===== src/rtl/carry_byte_resolver.sv =====
// carry_byte_resolver: turns coder pre-bytes into final bytes, holding back 0xFF runs until the carry is known.
// Latency: 1 cycle from accept to out_valid; each run byte takes one out_ready transfer. Optional counter: CARRY_BYTE_STATS_EN.
// Backpressure: in_ready is low while emitting; out_valid/out_byte are held while out_ready is low.
module carry_byte_resolver #(
  parameter int GENERAL_RUN_WIDTH = 8
) (
  input  logic       general_clk,
  input  logic       reset,
  input  logic       in_valid,
  input  logic [8:0] in_byte,
  output logic       in_ready,
  input  logic       flush,
  output logic       out_valid,
  output logic [7:0] out_byte,
  input  logic       out_ready,
  output logic       flush_done,
  output logic       err_overflow,
  output logic       err_orphan_carry
`ifdef CARRY_BYTE_STATS_EN
  ,
  output logic [31:0] byte_count
`endif
);

  typedef enum logic [2:0] {
    IDLE,
    HOLD,
    EMIT_P,
    EMIT_RUN,
    FLUSH_P,
    FLUSH_RUN
  } state_t;

  localparam logic [GENERAL_RUN_WIDTH-1:0] RUN_MAX = '1;
  localparam logic [GENERAL_RUN_WIDTH-1:0] RUN_ONE = GENERAL_RUN_WIDTH'(1);

  state_t                       state;
  logic [7:0]                   pend_byte;
  logic [7:0]                   next_byte;
  logic                         pend_valid;
  logic [GENERAL_RUN_WIDTH-1:0] run_cnt;
  logic                         carry;

  always_comb begin
    in_ready = (state == IDLE) || (state == HOLD);
  end

  always_ff @(posedge general_clk or posedge reset) begin
    if (reset) begin
      state            <= IDLE;
      pend_byte        <= 8'h00;
      next_byte        <= 8'h00;
      pend_valid       <= 1'b0;
      run_cnt          <= '0;
      carry            <= 1'b0;
      out_valid        <= 1'b0;
      out_byte         <= 8'h00;
      flush_done       <= 1'b0;
      err_overflow     <= 1'b0;
      err_orphan_carry <= 1'b0;
    end else begin
      flush_done <= 1'b0;
      case (state)
        IDLE: begin
          if (in_valid) begin
            pend_byte  <= in_byte[7:0];
            pend_valid <= 1'b1;
            run_cnt    <= '0;
            state      <= HOLD;
            if (in_byte[8] && !pend_valid) begin
              err_orphan_carry <= 1'b1;
            end
          end else if (flush) begin
            flush_done <= 1'b1;
          end
        end

        HOLD: begin
          if (in_valid) begin
            if (in_byte == 9'h0FF) begin
              // A saturated run cannot grow; the extra 0xFF is dropped.
              if (run_cnt == RUN_MAX) begin
                err_overflow <= 1'b1;
              end else begin
                run_cnt <= run_cnt + RUN_ONE;
              end
            end else begin
              carry     <= in_byte[8];
              next_byte <= in_byte[7:0];
              out_byte  <= pend_byte + {7'd0, in_byte[8]};
              out_valid <= 1'b1;
              state     <= EMIT_P;
            end
          end else if (flush) begin
            out_byte  <= pend_byte;
            out_valid <= 1'b1;
            state     <= FLUSH_P;
          end
        end

        EMIT_P: begin
          if (out_ready) begin
            if (run_cnt != '0) begin
              out_byte <= carry ? 8'h00 : 8'hFF;
              state    <= EMIT_RUN;
            end else begin
              pend_byte <= next_byte;
              run_cnt   <= '0;
              out_valid <= 1'b0;
              state     <= HOLD;
            end
          end
        end

        EMIT_RUN: begin
          if (out_ready) begin
            run_cnt <= run_cnt - RUN_ONE;
            if (run_cnt == RUN_ONE) begin
              pend_byte <= next_byte;
              out_valid <= 1'b0;
              state     <= HOLD;
            end
          end
        end

        FLUSH_P: begin
          if (out_ready) begin
            if (run_cnt != '0) begin
              out_byte <= 8'hFF;
              state    <= FLUSH_RUN;
            end else begin
              out_valid  <= 1'b0;
              pend_valid <= 1'b0;
              flush_done <= 1'b1;
              state      <= IDLE;
            end
          end
        end

        FLUSH_RUN: begin
          if (out_ready) begin
            run_cnt <= run_cnt - RUN_ONE;
            if (run_cnt == RUN_ONE) begin
              out_valid  <= 1'b0;
              pend_valid <= 1'b0;
              flush_done <= 1'b1;
              state      <= IDLE;
            end
          end
        end

        default: begin
          state     <= IDLE;
          out_valid <= 1'b0;
        end
      endcase
    end
  end

`ifdef CARRY_BYTE_STATS_EN
  always_ff @(posedge general_clk or posedge reset) begin
    if (reset) begin
      byte_count <= 32'd0;
    end else if (out_valid && out_ready && (byte_count != 32'hFFFF_FFFF)) begin
      byte_count <= byte_count + 32'd1;
    end
  end
`endif

endmodule


===== config.mk =====
export PLATFORM = sky130hd
export DESIGN_NAME = carry_byte_resolver
export DESIGN_NICKNAME = d
export VERILOG_FILES = /design/src/rtl/carry_byte_resolver.sv
export SDC_FILE = /design/constraint.sdc
export NUM_CORES = 1
export LEC_CHECK = 0
export ABC_AREA = 1
export CAP_MARGIN = 20
export CORE_MARGIN = 2
export CORE_UTILIZATION = 60
export CTS_BUF_LIST = sky130_fd_sc_hd__clkbuf_8
export CTS_CLUSTER_DIAMETER = 30
export DETAILED_ROUTE_END_ITERATION = 6
export DONT_BUFFER_PORTS = 1
export PLACE_DENSITY = 0.74
export SYNTH_ARGS = -nofsm -noshare
export SYNTH_HDL_FRONTEND = slang
export SYNTH_SLANG_ARGS = --single-unit
export TNS_END_PERCENT = 10

===== constraint.sdc =====
create_clock -name general_clk -period 2.7 [get_ports general_clk]
set_input_delay 0.27 -clock general_clk [delete_from_list [all_inputs] [get_ports general_clk]]
set_output_delay 0.27 -clock general_clk [all_outputs]
set_load 0.03 [all_outputs]

==> flow_summary.ini <==
[outcome]
status = completed

[critical_path]
rrSetupSlack_ps = 510
critPathArrivalTime_ps = 2390
cp_common_cell = nand2_1
path_delay_family = simple AND/OR/NAND/NOR gates
worst-path-buf-inv = 1
cp.required_ps = 2890
r2r_end = out_byte[4]$_DFFE_PP0P_
endpoint_kind = flip-flop
critPathLaunchType = flip-flop
crit_fanout = 13
worstPathCellList = nor2_1, nand2_1, nor2_1, a21oi_1, nand3_2, inv_1, nand2_1, nand2_1
path_class = reg2reg
slowest_stage = dfrtp_1
cp-endpoint = out_byte[4]$_DFFE_PP0P_
reg2reg_from = state[2]$_DFFE_PP0P_
slowest_delay_ps = 570
crit_path_start = state[2]$_DFFE_PP0P_
rr_worst_depth = 8
cp.depth = 8

[global_routing]
antenna_found_initial = 0
first_global_vias = 2207
grt_pass1_wl_mm = 9.80
grt_max_degree = 42
gr-total-overflow = 0
grtUsageTotal = 0.243

[synth]
synth_area_mm2 = 0.00274
yosysTopAreaCellShare = 0.374
synth_commonest_cells = 145 x nand2_1, 42 x inv_1, 41 x dfrtp_1
syn_inst = 399
syn_nets = 418
synth-async-reset-ratio = 1.00
yosys-top-cells-area = dfrtp_1 37%, nand2_1 20%, nand3_1 6.4%
synthDistinctLibCells = 29
seq_area_frac_synth = 0.374
syn_avg_cell_area_um2 = 6.88
synth.most_common_cell = nand2_1
yosys.area.top_type = dfrtp_1
yosysWarnings = 0
ys.flop_type = dfrtp_1
ys_ff_latch = 41
synth_edf_count = 0

[cells_and_area]
area_growth_pct = 5.24
nNetsFinal = 419
diodes = 0
layout-drive-gt1-share = 0.110

[routing]
antenna_left = 0
wl_mm = 5.73
drt_iter0_markers = 158
vias = 2489
drc = 0
avgRoutedWirePerCell_um = 12.6
dr.pass1.iters = 6
viasPerCell = 5.49

[clocking]
post_cts_buffers = 0
clock-sinks = 41
ctsResizeCount = 0
ctsHoldBuffers = 1
clk_path_buf_depth = 2
path_clk_slew_ps = 90
cts_buffers = 5
h-tree-depth = 2
cts_tree = done
insertion_delay_ps = 300
cts-root-buf = clkbuf_8

[sta]
setup_tns_ps = 0
skew_ps = 6.70
fin_crit_sh = 0.813
grt_setup_unrepaired = false
setup_viol = 0
hold_violations = 0
slew_violations = 0
fmax_mhz = 456
slew_headroom = 0.602
period_needed_ps = 2190
worstMarginPinSlew_ps = 595

[floorplanning]
core_mm2 = 0.00438
initial_core_util = 0.626
rows = 24
die_h_um = 71.6
io_pins = 27
fp.dieW_um = 71.6
die_area_mm2 = 0.00513

[worst_hold_path]
hold_path.class = in2reg
min_path_cells = 2

[pwr]
ir_worst_vdd_uv = 577
p_leak_nw = 1.56
p_per_area_mw_per_mm2 = 1180
power_mw = 3.40

[run]
maxCapViolCount = 0

[placement]
io_buffers = 0
hpwl_mm = 4.17
place.gp.congestion = 0.886
-- cell usage in the layout, fill, tap and decap left out, drive strengths merged --
master / n
nand2: 154
inv: 48
dfrtp: 41
nor2: 41
nand3: 38
o21ai: 30
a21oi: 14
nand4: 5
o21a: 5
ha: 5
clkbuf: 5
o21bai: 4
nand3b: 2
nor3: 1
xnor2: 1
a31o: 1
o22ai: 1
clkinv: 1
clkinvlp: 1
bufinv: 1
dlygate4sd3: 1
buf: 1
-- stage by stage --
step | setup slack, ps | instance area [µm²] | util | instances | hold slack [ps]
after floorplan | 937 | 2740 | - | 399 | 415
after global placement | 608 | 2760 | 0.630 | 444 | 322
after detailed placement | 535 | 2760 | 0.630 | 444 | 316
after CTS | 513 | 2890 | 0.659 | 453 | 93.1
after global routing | 308 | 2890 | 0.659 | 453 | 104
final | 505 | 2890 | 0.659 | 453 | 102
-- power by group --
group / switching, mW / total, mW / internal [mW]
clock network: 0.228 / 0.504 / 0.277
registers: 0.377 / 1.24 / 0.867
logic: 1.09 / 1.65 / 0.563
-- flip-flops by register name, summed over array words and instances (netlist names) --
| register | cells |
|---|---|
| out_byte | 8 |
| err_orphan_carry | 1 |
| out_valid | 1 |
| flush_done | 1 |
| state | 3 |
| run_cnt | 8 |
| err_overflow | 1 |
| pend_byte | 8 |
| carry | 1 |
| next_byte | 8 |
| pend_valid | 1 |
-- worst min path at each step --
stage,to,from
2_1_floorplan,carry$_DFFE_PP0P_,in_byte[8]
5_1_grt,next_byte[6]$_DFFE_PP0P_,in_byte[6]
6_report,carry$_DFFE_PP0P_,in_byte[8]
3_5_place_dp,out_byte[3]$_DFFE_PP0P_,reset
3_3_place_gp,out_byte[3]$_DFFE_PP0P_,reset
4_1_cts,carry$_DFFE_PP0P_,in_byte[8]
-- layout make-up --
| type | count | area, µm² |
|---|---|---|
| clock buffers | 5 | 68.8 |
| clock inverters | 3 | 46.3 |
| fillers | 402 | 1500 |
| inverters | 48 | 180 |
| multi-input cells | 302 | 1480 |
| flip-flops and latches | 41 | 1030 |
| well taps | 52 | 65.1 |
| repair buffers | 2 | 17.5 |
-- worst reg2reg max path, cell delays in order, from the launching register on --
cell and delay (ps):
dfrtp_1 570, nor2_1 550, nand2_1 240, nor2_1 190
a21oi_1 70, nand3_2 210, inv_1 130, nand2_1 80
nand2_1 40
-- kinds of logic (layout without fill, tap and decap cells) --
| kind of cell | after synthesis | count (layout) | synth area share |
|---|---|---|---|
| xor gates and xnor gates | 1 | 1 | 0.00319 |
| and+or+nand+nor | 241 | 241 | 0.392 |
| DFF | 41 | 41 | 0.374 |
| adders and majority gates | 5 | 5 | 0.0228 |
| buffers and inverters | 56 | 58 | 0.0853 |
| AOI/OAI and AO/OA | 55 | 55 | 0.123 |
-- routing by layer --
metal  track usage  wire [µm]
met5             0          0
met4        0.0461         31
met3        0.0802        408
met2         0.382       2510
met1         0.332       2770
Note: power is estimated with default switching activity, not from simulation.
